==> config.mk <==
export PLATFORM = sky130hd
export DESIGN_NAME = wb_master_array
export DESIGN_NICKNAME = d
export VERILOG_FILES = /design/src/rtl/wb_master_array.sv
export SDC_FILE = /design/constraint.sdc
export NUM_CORES = 1
export LEC_CHECK = 0
export ABC_AREA = 0
export CAP_MARGIN = 20
export CORE_AREA = 2 2 95 88
export CTS_CLUSTER_DIAMETER = 80
export CTS_CLUSTER_SIZE = 8
export DETAILED_ROUTE_END_ITERATION = 7
export DIE_AREA = 0 0 97 90
export PLACE_DENSITY = 0.88
export SLEW_MARGIN = 30
export SYNTH_ARGS = -nofsm -noshare
export SYNTH_HDL_FRONTEND = slang
export SYNTH_SLANG_ARGS = --single-unit
==> constraint.sdc <==
create_clock -name clk -period 1.68 [get_ports clk]
set_clock_uncertainty 0.15 [all_clocks]
set_input_delay 0.336 -clock clk [delete_from_list [all_inputs] [get_ports clk]]
set_output_delay 0.336 -clock clk [all_outputs]
set_load 0.05 [all_outputs]
==> src/rtl/wb_master_array.sv <==
// wb_master_array: NUM_CHANNELS independent Wishbone classic masters that write a word pattern, read it back
// and flag mismatches per channel. Optional ack timeout is enabled by defining WB_MASTER_ARRAY_TIMEOUT_EN.
module wb_master_array #(
    parameter int NUM_CHANNELS   = 2,
    parameter int BASE_ADDRESS   = 0,
    parameter int ADDR_STRIDE    = 64,
    parameter int DATA_WIDTH     = 32,
    parameter int ADDR_WIDTH     = 32,
    parameter int DATA_COUNT     = 16,
    parameter int SEED           = 0,
    parameter int TIMEOUT_CYCLES = 255
) (
    input  logic                               clk,
    input  logic                               rst,
    input  logic                               start,
    output logic                               done,
    output logic [NUM_CHANNELS-1:0]            err,
    input  logic [NUM_CHANNELS-1:0]            ack_i,
    input  logic [NUM_CHANNELS*DATA_WIDTH-1:0] dat_i,
    output logic [NUM_CHANNELS*ADDR_WIDTH-1:0] adr_o,
    output logic [NUM_CHANNELS-1:0]            cyc_o,
    output logic [NUM_CHANNELS-1:0]            stb_o,
    output logic [NUM_CHANNELS-1:0]            we_o,
    output logic [NUM_CHANNELS*DATA_WIDTH-1:0] dat_o
);
    localparam logic [1:0] S_IDLE  = 2'd0;
    localparam logic [1:0] S_WRITE = 2'd1;
    localparam logic [1:0] S_READ  = 2'd2;
    localparam logic [1:0] S_DONE  = 2'd3;
    localparam int IDX_W = (DATA_COUNT > 1) ? $clog2(DATA_COUNT) : 1;

    logic [NUM_CHANNELS-1:0] in_done;
    assign done = &in_done;

    for (genvar c = 0; c < NUM_CHANNELS; c++) begin : g_ch
        logic [1:0]            state_q, state_d;
        logic [IDX_W-1:0]      idx_q, idx_d;
        logic                  err_q, err_d;
        logic                  active, last, tmo, xfer;
        logic [ADDR_WIDTH-1:0] adr;
        logic [DATA_WIDTH-1:0] pat;

        assign active = (state_q == S_WRITE) || (state_q == S_READ);
        assign last   = (idx_q == IDX_W'(DATA_COUNT - 1));
        // Sums wrap modulo the bus widths.
        assign adr = ADDR_WIDTH'(BASE_ADDRESS) + ADDR_WIDTH'(c * ADDR_STRIDE) + ADDR_WIDTH'(idx_q);
        assign pat = DATA_WIDTH'(SEED) + DATA_WIDTH'(c * DATA_COUNT) + DATA_WIDTH'(idx_q);

`ifdef WB_MASTER_ARRAY_TIMEOUT_EN
        localparam int TMO_W = $clog2(TIMEOUT_CYCLES + 1);
        logic [TMO_W-1:0] wait_q, wait_d;

        assign tmo = active && !ack_i[c] && (wait_q == TMO_W'(TIMEOUT_CYCLES - 1));

        always_comb begin
            wait_d = wait_q + 1'b1;
            if (!active || ack_i[c] || tmo) begin
                wait_d = '0;
            end
        end

        always_ff @(posedge clk) begin
            if (!rst) begin
                wait_q <= '0;
            end else begin
                wait_q <= wait_d;
            end
        end
`else
        logic unused_timeout;
        assign unused_timeout = (TIMEOUT_CYCLES != 0);
        assign tmo = 1'b0;
`endif

        // A timed-out transfer advances exactly like an acked one.
        assign xfer = active && (ack_i[c] || tmo);

        always_comb begin
            state_d = state_q;
            idx_d   = idx_q;
            err_d   = err_q;
            case (state_q)
                S_IDLE: begin
                    if (start) begin
                        state_d = S_WRITE;
                        idx_d   = '0;
                        err_d   = 1'b0;
                    end
                end
                S_WRITE, S_READ: begin
                    if (xfer) begin
                        if (state_q == S_READ && ack_i[c] && dat_i[c*DATA_WIDTH +: DATA_WIDTH] != pat) begin
                            err_d = 1'b1;
                        end
                        if (tmo) begin
                            err_d = 1'b1;
                        end
                        if (last) begin
                            idx_d   = '0;
                            state_d = (state_q == S_WRITE) ? S_READ : S_DONE;
                        end else begin
                            idx_d = idx_q + 1'b1;
                        end
                    end
                end
                S_DONE: begin
                    if (!start) begin
                        state_d = S_IDLE;
                    end
                end
                default: state_d = S_IDLE;
            endcase
        end

        always_ff @(posedge clk) begin
            if (!rst) begin
                state_q <= S_IDLE;
                idx_q   <= '0;
                err_q   <= 1'b0;
            end else begin
                state_q <= state_d;
                idx_q   <= idx_d;
                err_q   <= err_d;
            end
        end

        assign in_done[c] = (state_q == S_DONE);
        assign err[c]     = err_q;
        assign cyc_o[c]   = active;
        assign stb_o[c]   = active;
        assign we_o[c]    = (state_q == S_WRITE);
        assign adr_o[c*ADDR_WIDTH +: ADDR_WIDTH] = active ? adr : '0;
        assign dat_o[c*DATA_WIDTH +: DATA_WIDTH] = (state_q == S_WRITE) ? pat : '0;
    end
endmodule
==> results of run 1 <==
critical path, delay by kind of cell (launching register included):
family,cells,cell delay [ns]
flip-flops,1,0.34
buffers and inverters,3,0.30
adder cells (fa/ha/maj),1,0.28
AND/OR/NAND/NOR,1,0.15
synthesized netlist by cell type (2+ instances only):
library cell	count
a21boi_0	2
xnor2_1	10
and2_2	4
o22ai_1	4
buf_4	118
nand4b_1	2
ha_1	10
nor4b_1	2
nand4_1	6
nor2_1	9
nor3_1	7
a21oi_1	2
mux2i_1	5
o21ai_0	4
nand2_1	7
inv_1	6
nor2b_1	5
and2_1	15
nor4_1	12
nand3_1	5
a31oi_1	2
dfxtp_1	14
worst paths after layout:
| kind | slack [ns] | to |
|---|---|---|
| worst min-delay path | 0.44 | g_ch[1].idx_q[3] |
| worst max register to register | -0.07 | g_ch[1].state_q[0] |
| worst min register to register | 0.44 | g_ch[1].idx_q[3] |
| worst max-delay path | -0.13 | adr_o[0] |
where the power goes:
group | internal (mW) | switching (mW)
combinational | 1.75 | 2.12
sequential | 0.412 | 0.0553
clock | 0.158 | 0.120
total | 2.32 | 2.30
state kept, by name, indices dropped and copies added, names as in the netlist:
register      count
g_ch.state_q      4
g_ch.idx_q        8
g_ch.err_q        2
what timing repair did:
| action | in CTS | in global routing |
|---|---|---|
| setup endpoints to repair | 36 | 36 |
| pin swaps | 19 | 9 |
| gates resized for setup | 39 | 11 |
| buffers inserted | 5 | 3 |
layer usage:
layer	routed length (µm)	track usage [%]
met1	2250	14.2
met2	3310	23.7
met3	284	1.56
met4	63	2.35
met5	0	0
kinds of logic (layout without fill, tap and decap cells):
group / count (synthesis) / after routing
fa+ha+maj: 10 / 10
other cells: 1 / 110
compound gates: 20 / 20
buf+inv: 127 / 142
simple gates: 79 / 79
xor+xnor: 10 / 10
mux: 6 / 6
flops: 14 / 14
stage by stage:
stage          TNS, ns  std cells  power (mW)
2_1_floorplan   -0.990        376        2.76
3_3_place_gp     -2.24        479        3.76
3_5_place_dp     -2.98        479        3.84
4_1_cts          -1.35        487        4.46
5_1_grt          -2.84        490        4.85
6_report         -1.29        490        4.62
final cells by class:
| class | count | area share (%) |
|---|---|---|
| Timing Repair Buffer | 133 | 44.2 |
| Clock buffer | 3 | 1.18 |
| Multi-Input combinational cell | 235 | 42.3 |
| Sequential cell | 14 | 8.18 |
| Tap cell | 99 | 3.53 |
| Inverter | 6 | 0.643 |
==> qor.yml, run 1 <==
placement:
  numPortBuffers: 95
  place.gp.congestion: 0.823
  post-place-ws_ns: -0.365
  dp_hpwl_um: 5040
  placed_area_um2: 3240
route:
  drt-total-wl_um: 5910
  drtIter0Drc: 51
  dr_total_vias: 1897
  viasPerCell: 3.87
  drt_first_pass_iters: 4
  detail-route-antenna-nets: 0
  drc_errors: 0
  wire_per_inst_um: 12.1
setup_path:
  cp_slowest_cell: "dfxtp_2"
  worstPathCellList: "inv_2, ha_4, buf_6, and2_4, buf_12"
  startpoint: "g_ch[0].state_q[1]"
  r2r_start: "g_ch[1].state_q[0]"
  critical_path.max_stage_delay_ns: 0.34
  reg2reg_depth: 7
  cp_data_required_time_ns: 1.19
  critPathKind: "register to primary output"
  cp-end-kind: "primary output"
  crit_fanout: 6
  cp-start-kind: "register"
  critical_path_arrival_ns: 1.32
yosys:
  synth_edf_count: 0
  synth_compound_area_share_pct: 7.38
  async_reset_ff_share_pct: 0
  synth_top_family_by_area: "buffers and inverters"
  synth_mux_area_share_pct: 2.89
  ys_ff_latch: 14
  yosys.area.top_type: "buf_4"
  synth.top_cell.area_share_pct: 41.8
  syn_area_um2: 2120
  synthAdderAreaFrac_pct: 5.91
  yosys-top-cells-area: "buf_4 (42%), dfxtp_1 (13%), ha_1 (5.9%)"
  ys_seq_area_share_pct: 13.2
  ys.flop_type: "dfxtp_1"
  syn-mean-instance-area_um2: 7.93
  synth-xor-area-share_pct: 4.13
  ys_types: 38
  synth_cells: 267
  ys_warn_count: 0
  yosys.area_share.simple_pct: 22.2
sta:
  hold_slack_ns: 0.436
  final.setup.worst_slack_ns: -0.129
  min_period_ns: 1.81
  setup_viol: 23
  finalCritPeriodShare_pct: 108
  slew_viol_final: 0
  finalHoldViolations: 0
  fmax_mhz: 553
  rsz0062_at_grt: "true"
final_layout:
  num-nets-final: 472
  seqCellArea_um2: 287
  n_fill_cell: 732
  final_common_cell: "conb_1"
  final_area_um2: 3500
  area_growth_pct: 65.4
  layout_common_cells: "conb_1 (110), clkdlybuf4s50_1 (67), buf_4 (29)"
  antenna_cells: 0
  final_core_util_pct: 45.0
  multiInputGateArea_um2: 1480
  drive_gt1_share_pct: 29.9
clocking:
  cts.sinks: 14
  cts_buffer_depth: 2
  hold_buffers: 0
  cts_tree: "done"
  cts_root_buffer: "clkbuf_8"
  cts_made_buffers: 3
  h-tree-depth: 1
  clk_latency_ns: 0.24
  clkTransAtPathRegs_ns: 0.06
power_and_ir_drop:
  p_leak_nw: 1.52
  ir_drop_mv: 1.66
  powerDensity_nw_per_um2: 1320
worst_hold_path:
  hold_path_class: "register to register"
  whs_path_depth: 2
  min_from: "g_ch[1].idx_q[3]"
global_routing:
  grt.overflow.total: 0
  grt_max_degree: 9
  grt_pass1_vias: 1791
  grt_first_pass_wirelength_um: 8880
  antenna_found_initial: 0
  track_usage_pct: 12.2
floorplan:
  dieHeight_um: 90
  num_rows: 31
  io_pins: 206
  dieArea_um2: 8730
  die_w_um: 97
  core_area_um2: 7800
  start_util_pct: 27.2
outcome:
  run_status: "finished with violations"
  violations: "setup timing"
run:
  drv_cap: 0
Note: power is estimated with default switching activity, not from simulation.
==> run 2: changes to the inputs <==
Clock period 1.68 ns to 1.53 ns, I/O delays scaled along.
==> run 2 against run 1 <==
Effect of this change:
- the run still ends with setup timing left
- wire length is 4.9% lower
- worst hold slack gained 0.014 ns
- sequential power rose by 11%
- global-route usage up 0.095 points
- flip-flop and latch count unchanged
- non-clock buffer count increased by 12
- sequential share of layout area decreased by 0.22 points
- cell count grew 2.4%
- core utilization grew 1.7 points
- critical endpoint unchanged
==> qor.yml, run 2 (same netlist as run 1, synthesis figures left out) <==
sta:
  fin_setup_tns_ns: -5.85  # was -1.29 ns
  min_period_ns: 1.78
  fmax_mhz: 562
  setup_viol: 39  # was 23
  finalCritPeriodShare_pct: 116
  finalHoldViolations: 0  # unchanged
  final.setup.worst_slack_ns: -0.251  # was -0.129 ns
  slew_viol_final: 0  # unchanged
  hold_slack_ns: 0.450  # was 0.436 ns
  rsz0062_at_grt: "true"  # unchanged
setup_path:
  cp_slowest_cell: "dfxtp_2"  # unchanged
  cp-start-kind: "register"  # unchanged
  crit_top_cell: "buf_12"
  path_buf_inv: 3  # unchanged
  critical_path.max_stage_delay_ns: 0.35  # was 0.34 ns
  cp-end-kind: "primary output"  # unchanged
  critical_path_arrival_ns: 1.32  # about the same
  crit_fanout: 4  # was 6
  reg2reg_depth: 9  # was 7
  r2r-end: "g_ch[0].state_q[0]"  # was g_ch[1].state_q[0]
  cp_data_required_time_ns: 1.07  # was 1.19 ns
  r2r_start: "g_ch[0].state_q[1]"  # was g_ch[1].state_q[0]
  critPathKind: "register to primary output"  # unchanged
  cp.depth: 5  # unchanged
  critical-path-top-delay-family: "flip-flops"  # unchanged
  worstPathCellList: "inv_2, ha_4, buf_12, and2_4, buf_12"  # was inv_2, ha_4, buf_6, and2_4, buf_12
  worst-r2r-setup-slack_ns: -0.20  # was -0.07 ns
power_and_ir_drop:
  ir_drop_mv: 2.11  # was 1.66 mV
  powerDensity_nw_per_um2: 1470  # was 1320 nW/µm²
  p_leak_nw: 1.60  # was 1.52 nW
final_layout:
  final_core_util_pct: 46.6  # was 45.0%
  reg_top3: "g_ch.idx_q: 8 flops, g_ch.state_q: 4 flops, g_ch.err_q: 2 flops"  # unchanged
  area_growth_pct: 71.6  # was 65.4%
  num-nets-final: 484  # was 472
  final_common_cell: "conb_1"  # unchanged
  instances_no_fill: 502  # was 490
  n_fill_cell: 713  # was 732
  layout_common_cells: "conb_1 (110), clkdlybuf4s50_1 (67), buf_4 (39)"  # was conb_1 (110), clkdlybuf4s50_1 (67), buf_4 (29)
  largest_reg_flops: 8  # unchanged
  drive_gt1_share_pct: 32.8  # was 29.9%
  regMostFlops: "g_ch.idx_q"  # unchanged
  antenna_cells: 0  # unchanged
floorplan:
  start_util_pct: 27.2  # unchanged
  core_area_um2: 7800  # unchanged
  io_pins: 206  # unchanged
  num_rows: 31  # unchanged
  dieArea_um2: 8730  # unchanged
  dieHeight_um: 90  # unchanged
  die_w_um: 97  # unchanged
global_routing:
  grt_first_pass_wirelength_um: 9140  # was 8880 µm
  grt.overflow.total: 0  # unchanged
  grt_pass1_vias: 1989  # was 1791
  grt_max_degree: 9  # unchanged
  track_usage_pct: 12.3  # was 12.2%
  antenna_found_initial: 0  # unchanged
route:
  drtIter0Drc: 40  # was 51
  dr_total_vias: 1946  # was 1897
  drt-total-wl_um: 5620  # was 5910 µm
  drc_errors: 0  # unchanged
  viasPerCell: 3.88  # was 3.87
  drt_first_pass_iters: 4  # unchanged
  wire_per_inst_um: 11.2  # was 12.1 µm
  detail-route-antenna-nets: 0  # unchanged
clocking:
  cts_root_buffer: "clkbuf_8"  # unchanged
  cts_buffer_depth: 2  # unchanged
  h-tree-depth: 1  # unchanged
  cts_made_buffers: 3  # unchanged
  hold_buffers: 0  # unchanged
  cts_tree: "done"  # unchanged
  clkTransAtPathRegs_ns: 0.06  # about the same
  cts.sinks: 14  # unchanged
  clk_latency_ns: 0.24  # about the same
worst_hold_path:
  hold_end: "g_ch[1].err_q"  # was g_ch[1].idx_q[3]
  whs_path_depth: 2  # unchanged
  min_from: "g_ch[1].err_q"  # was g_ch[1].idx_q[3]
  hold_path_class: "register to register"  # unchanged
outcome:
  run_status: "finished with violations"  # unchanged
  violations: "setup timing"  # unchanged
placement:
  numPortBuffers: 95  # unchanged
  place.gp.congestion: 0.835  # was 0.823
  dp_hpwl_um: 4730  # was 5040 µm
  dp_cells: 488  # was 479
run:
  drv_cap: 0  # unchanged
[run 2: cell types whose count changed in the layout (fill, tap and decap cells not counted), sizes merged]
cell | before | now
buf | 65 | 77
[run 2: cell type report]
class                      count  area [µm²]  area share (%)
tap                           99         124            3.41
timing repair buffer         145        1650            45.3
sequential                    14         289            7.95
inverter                       6        25.0           0.688
clock buffer                   3        41.3            1.14
multi-input combinational    235        1510            41.5
[run 2: report_power, final]
| part | total (mW) | leakage, nW | internal (mW) | switching [mW] |
|---|---|---|---|---|
| registers | 0.520 | 0.116 | 0.455 | 0.0649 |
| logic | 4.51 | 1.46 | 2.13 | 2.38 |
| clock network | 0.301 | 0.0216 | 0.174 | 0.127 |
| total | 5.33 | 1.60 | 2.76 | 2.57 |
[run 2: worst max path at each step]
stage	to	start	slack, ns
detailed placement	g_ch[0].idx_q[0]	start	-0.47
CTS	adr_o[0]	g_ch[0].state_q[0]	-0.27
floorplan	g_ch[0].state_q[0]	g_ch[0].state_q[1]	-0.09
global route	adr_o[0]	g_ch[0].state_q[0]	-0.30
global placement	g_ch[1].state_q[0]	start	-0.40
finish	adr_o[0]	g_ch[0].state_q[0]	-0.25
[run 2: worst min-delay path, stage by stage, from the launching register on]
cell	delay [ns]
dfxtp_1	0.35
a31oi_1	0.15
nor3_1	0.05
[run 2: metal layers]
metal | routed length, µm | global-route usage [%] | vias up | part of all wire [%]
met2 | 3260 | 24.4 | 90 | 58
met3 | 289 | 1.56 | 10 | 5.1
li1 | - | - | 941 | -
met1 | 2000 | 13.6 | 905 | 36
met4 | 68 | 3.17 | 0 | 1.2
met5 | 0 | 0 | - | 0
[run 2: timing repair]
action                                  4_1_cts  5_1_grt
gates resized for setup                      35        6
setup buffers                                10        3
endpoints found under the setup margin       39       39
pin swaps                                    26        9
[run 2: stage by stage]
stage / instance area, µm² / power (mW) / setup WS [ns]
after global routing: 3630 / 5.62 / -0.302
after global placement: 3360 / 4.28 / -0.401
after floorplan: 2630 / 3.15 / -0.0893
after CTS: 3610 / 5.26 / -0.270
final: 3630 / 5.33 / -0.251
after detailed placement: 3360 / 4.36 / -0.470
==> run 3: changes to the inputs <==
Settings changed: CORE_AREA 2 2 95 88 to 2 2 91 84, CTS_BUF_LIST set to sky130_fd_sc_hd__clkbuf_16, DIE_AREA 0 0 97 90 to 0 0 93 86, PLACE_DENSITY 0.88 to 0.91, REMOVE_ABC_BUFFERS set to 1.
Clock period 1.53 ns to 1.7 ns, I/O delays scaled along.
==> run 3 against run 2 <==
Effect of this change:
- the flow still finishes with violations (setup timing)
- combinational power down 10%
- worst hold slack better by 0.018 ns
- largest cell class unchanged
- critical path depth unchanged
- register-to-register slack improved by 0.12 ns
- sequential share of layout area about the same
- critical endpoint is now adr_o[33]
- flip-flop and latch count is the same
==> qor.yml, run 3 (same netlist as run 1, synthesis figures left out) <==
outcome:
  run_status: "finished with violations"  # unchanged
  violations: "setup timing"  # unchanged
sta:
  final.setup.worst_slack_ns: -0.121  # was -0.251 ns
  min_period_ns: 1.82
  rsz0062_at_grt: "true"  # unchanged
  slew_viol_final: 0  # unchanged
  finalCritPeriodShare_pct: 107
  fmax_mhz: 549
  setup_viol: 23  # was 39
  finalHoldViolations: 0  # unchanged
clocking:
  clkTransAtPathRegs_ns: 0.05  # was 0.06 ns
  cts_buffer_depth: 2  # unchanged
  h-tree-depth: 1  # unchanged
  clk_latency_ns: 0.24  # about the same
  cts_tree: "done"  # unchanged
  cts_made_buffers: 3  # unchanged
  cts.sinks: 14  # unchanged
  hold_buffers: 0  # unchanged
  cts_root_buffer: "clkbuf_16"  # was clkbuf_8
global_routing:
  grt.overflow.total: 0  # unchanged
  grt_first_pass_wirelength_um: 9160  # was 9140 µm
  grt_max_degree: 12  # was 9
  track_usage_pct: 14.1  # was 12.3%
  grt_pass1_vias: 1910  # was 1989
  antenna_found_initial: 0  # unchanged
power_and_ir_drop:
  p_total_mw: 4.96  # was 5.33 mW
  seqPwrFrac_pct: 9.2  # was 9.8%
  powerDensity_nw_per_um2: 1380  # was 1470 nW/µm²
  p_leak_nw: 1.56  # was 1.60 nW
  comb_power_share_pct: 81.7  # was 84.6%
  switchingPower_mw: 2.33  # was 2.57 mW
  switching_share_pct: 46.9  # was 48.3%
  ir_drop_mv: 1.91  # was 2.11 mV
  clock_power_share_pct: 9.1  # was 5.6%
  internal-power_mw: 2.64  # was 2.76 mW
floorplan:
  num_rows: 29  # was 31
  core_area_um2: 6970  # was 7800 µm²
  die_w_um: 93  # was 97 µm
  dieArea_um2: 8000  # was 8730 µm²
  io_pins: 206  # unchanged
  dieHeight_um: 86  # was 90 µm
  start_util_pct: 30.4  # was 27.2%
placement:
  place.gp.congestion: 0.763  # was 0.835
  dp_cells: 475  # was 488
  numPortBuffers: 95  # unchanged
  dp_hpwl_um: 5010  # was 4730 µm
  post-place-ws_ns: -0.315  # was -0.470 ns
final_layout:
  area_growth_pct: 69.8  # was 71.6%
  multiInputGateArea_um2: 1490  # was 1510 µm²
  final_common_cell: "conb_1"  # unchanged
  antenna_cells: 0  # unchanged
  num-nets-final: 473  # was 484
  largest_reg_flops: 8  # unchanged
  layout_common_cells: "conb_1 (110), clkdlybuf4s50_1 (68), buf_12 (28)"  # was conb_1 (110), clkdlybuf4s50_1 (67), buf_4 (39)
  seqCellArea_um2: 285  # was 289 µm²
  drive_gt1_share_pct: 29.8  # was 32.8%
  instances_no_fill: 486  # was 502
  reg_top3: "g_ch.idx_q: 8 flops, g_ch.state_q: 4 flops, g_ch.err_q: 2 flops"  # unchanged
  n_fill_cell: 649  # was 713
  regMostFlops: "g_ch.idx_q"  # unchanged
route:
  dr_total_vias: 1941  # was 1946
  wire_per_inst_um: 12.7  # was 11.2 µm
  drt_first_pass_iters: 4  # unchanged
  detail-route-antenna-nets: 0  # unchanged
  viasPerCell: 3.99  # was 3.88
  drc_errors: 0  # unchanged
  drt-total-wl_um: 6180  # was 5620 µm
  drtIter0Drc: 57  # was 40
setup_path:
  startpoint: "g_ch[1].state_q[1]"  # was g_ch[0].state_q[0]
  worst-r2r-setup-slack_ns: -0.08  # was -0.20 ns
  critical_path.max_stage_delay_ns: 0.34  # was 0.35 ns
  r2r-end: "g_ch[0].state_q[0]"  # unchanged
  path_buf_inv: 3  # unchanged
  cp_slowest_cell: "dfxtp_2"  # unchanged
  critical_path_arrival_ns: 1.33  # was 1.32 ns
  reg2reg_depth: 6  # was 9
  r2r_start: "g_ch[0].state_q[1]"  # unchanged
  crit_fanout: 4  # unchanged
  critPathKind: "register to primary output"  # unchanged
  cp_data_required_time_ns: 1.21  # was 1.07 ns
  cp-start-kind: "register"  # unchanged
  critical-path-top-delay-family: "flip-flops"  # unchanged
  cp-end-kind: "primary output"  # unchanged
  worstPathCellList: "inv_2, ha_4, buf_8, and2_4, buf_12"  # was inv_2, ha_4, buf_12, and2_4, buf_12
run:
  drv_cap: 0  # unchanged
worst_hold_path:
  hold_end: "g_ch[1].err_q"  # unchanged
  min_from: "g_ch[1].err_q"  # unchanged
  whs_path_depth: 2  # unchanged
  hold_path_class: "register to register"  # unchanged
-- run 3: cell types whose count changed in the layout (fill, tap and decap cells not counted), sizes merged --
cell,change
buf,-12
clkinv,+1
bufbuf,+1
clkdlybuf4s50,+1
dlygate4sd2,-1
-- run 3: tightest hold or removal path, stage by stage (launching register included) --
cell	delay, ns
dfxtp_1	0.36
a31oi_1	0.16
nor3_1	0.05
-- run 3: timing repair --
action                     4_1_cts  5_1_grt
setup endpoints to repair       36       38
gates cloned                     1        0
pin swaps                       19        8
resized for setup               46       15
buffers inserted                 5        2
-- run 3: how the worst max path moves through the flow --
stage	end	slack [ns]	depth (start not counted)
final	adr_o[33]	-0.12	5
after global routing	g_ch[0].state_q[0]	-0.17	6
after CTS	adr_o[3]	-0.1	5
after detailed placement	g_ch[1].state_q[0]	-0.31	5
after global placement	g_ch[1].state_q[0]	-0.26	5
after floorplan	g_ch[1].idx_q[2]	-1.13	6
-- run 3: final cells by class --
class | instances | share of cell area, %
timing repair buffer | 134 | 44.4
sequential | 14 | 7.93
tap | 93 | 3.24
clock inverter | 1 | 0.104
inverter | 6 | 0.696
multi-input combinational | 235 | 41.5
clock buffer | 3 | 2.09
-- run 3: per-layer routing --
metal / up-vias / wire (µm) / global-route usage [%]
met5: - / 0 / 0
met4: 0 / 55 / 1.87
met3: 9 / 473 / 4.13
met2: 107 / 3630 / 28.3
met1: 904 / 2020 / 14.7
li1: 921 / - / -
-- run 3: power by group through the flow --
stage,registers [mW],clock network (mW),logic [mW]
floorplan,0.483,0,1.71
global placement,0.436,0,3.15
detailed placement,0.440,0,3.22
CTS,0.449,0.456,3.88
global route,0.463,0.475,4.26
finish,0.456,0.452,4.06
-- run 3: metrics by stage --
step           instance area [µm²]  utilization, %  hold WS [ns]  setup TNS, ns
2_1_floorplan                 1620               -         0.316         -24.84
3_3_place_gp                  3190            45.8         0.407          -1.97
3_5_place_dp                  3190            45.8         0.450          -2.89
4_1_cts                       3510            50.4         0.461          -1.24
5_1_grt                       3600            51.6         0.514          -3.07
6_report                      3600            51.6         0.467          -1.31
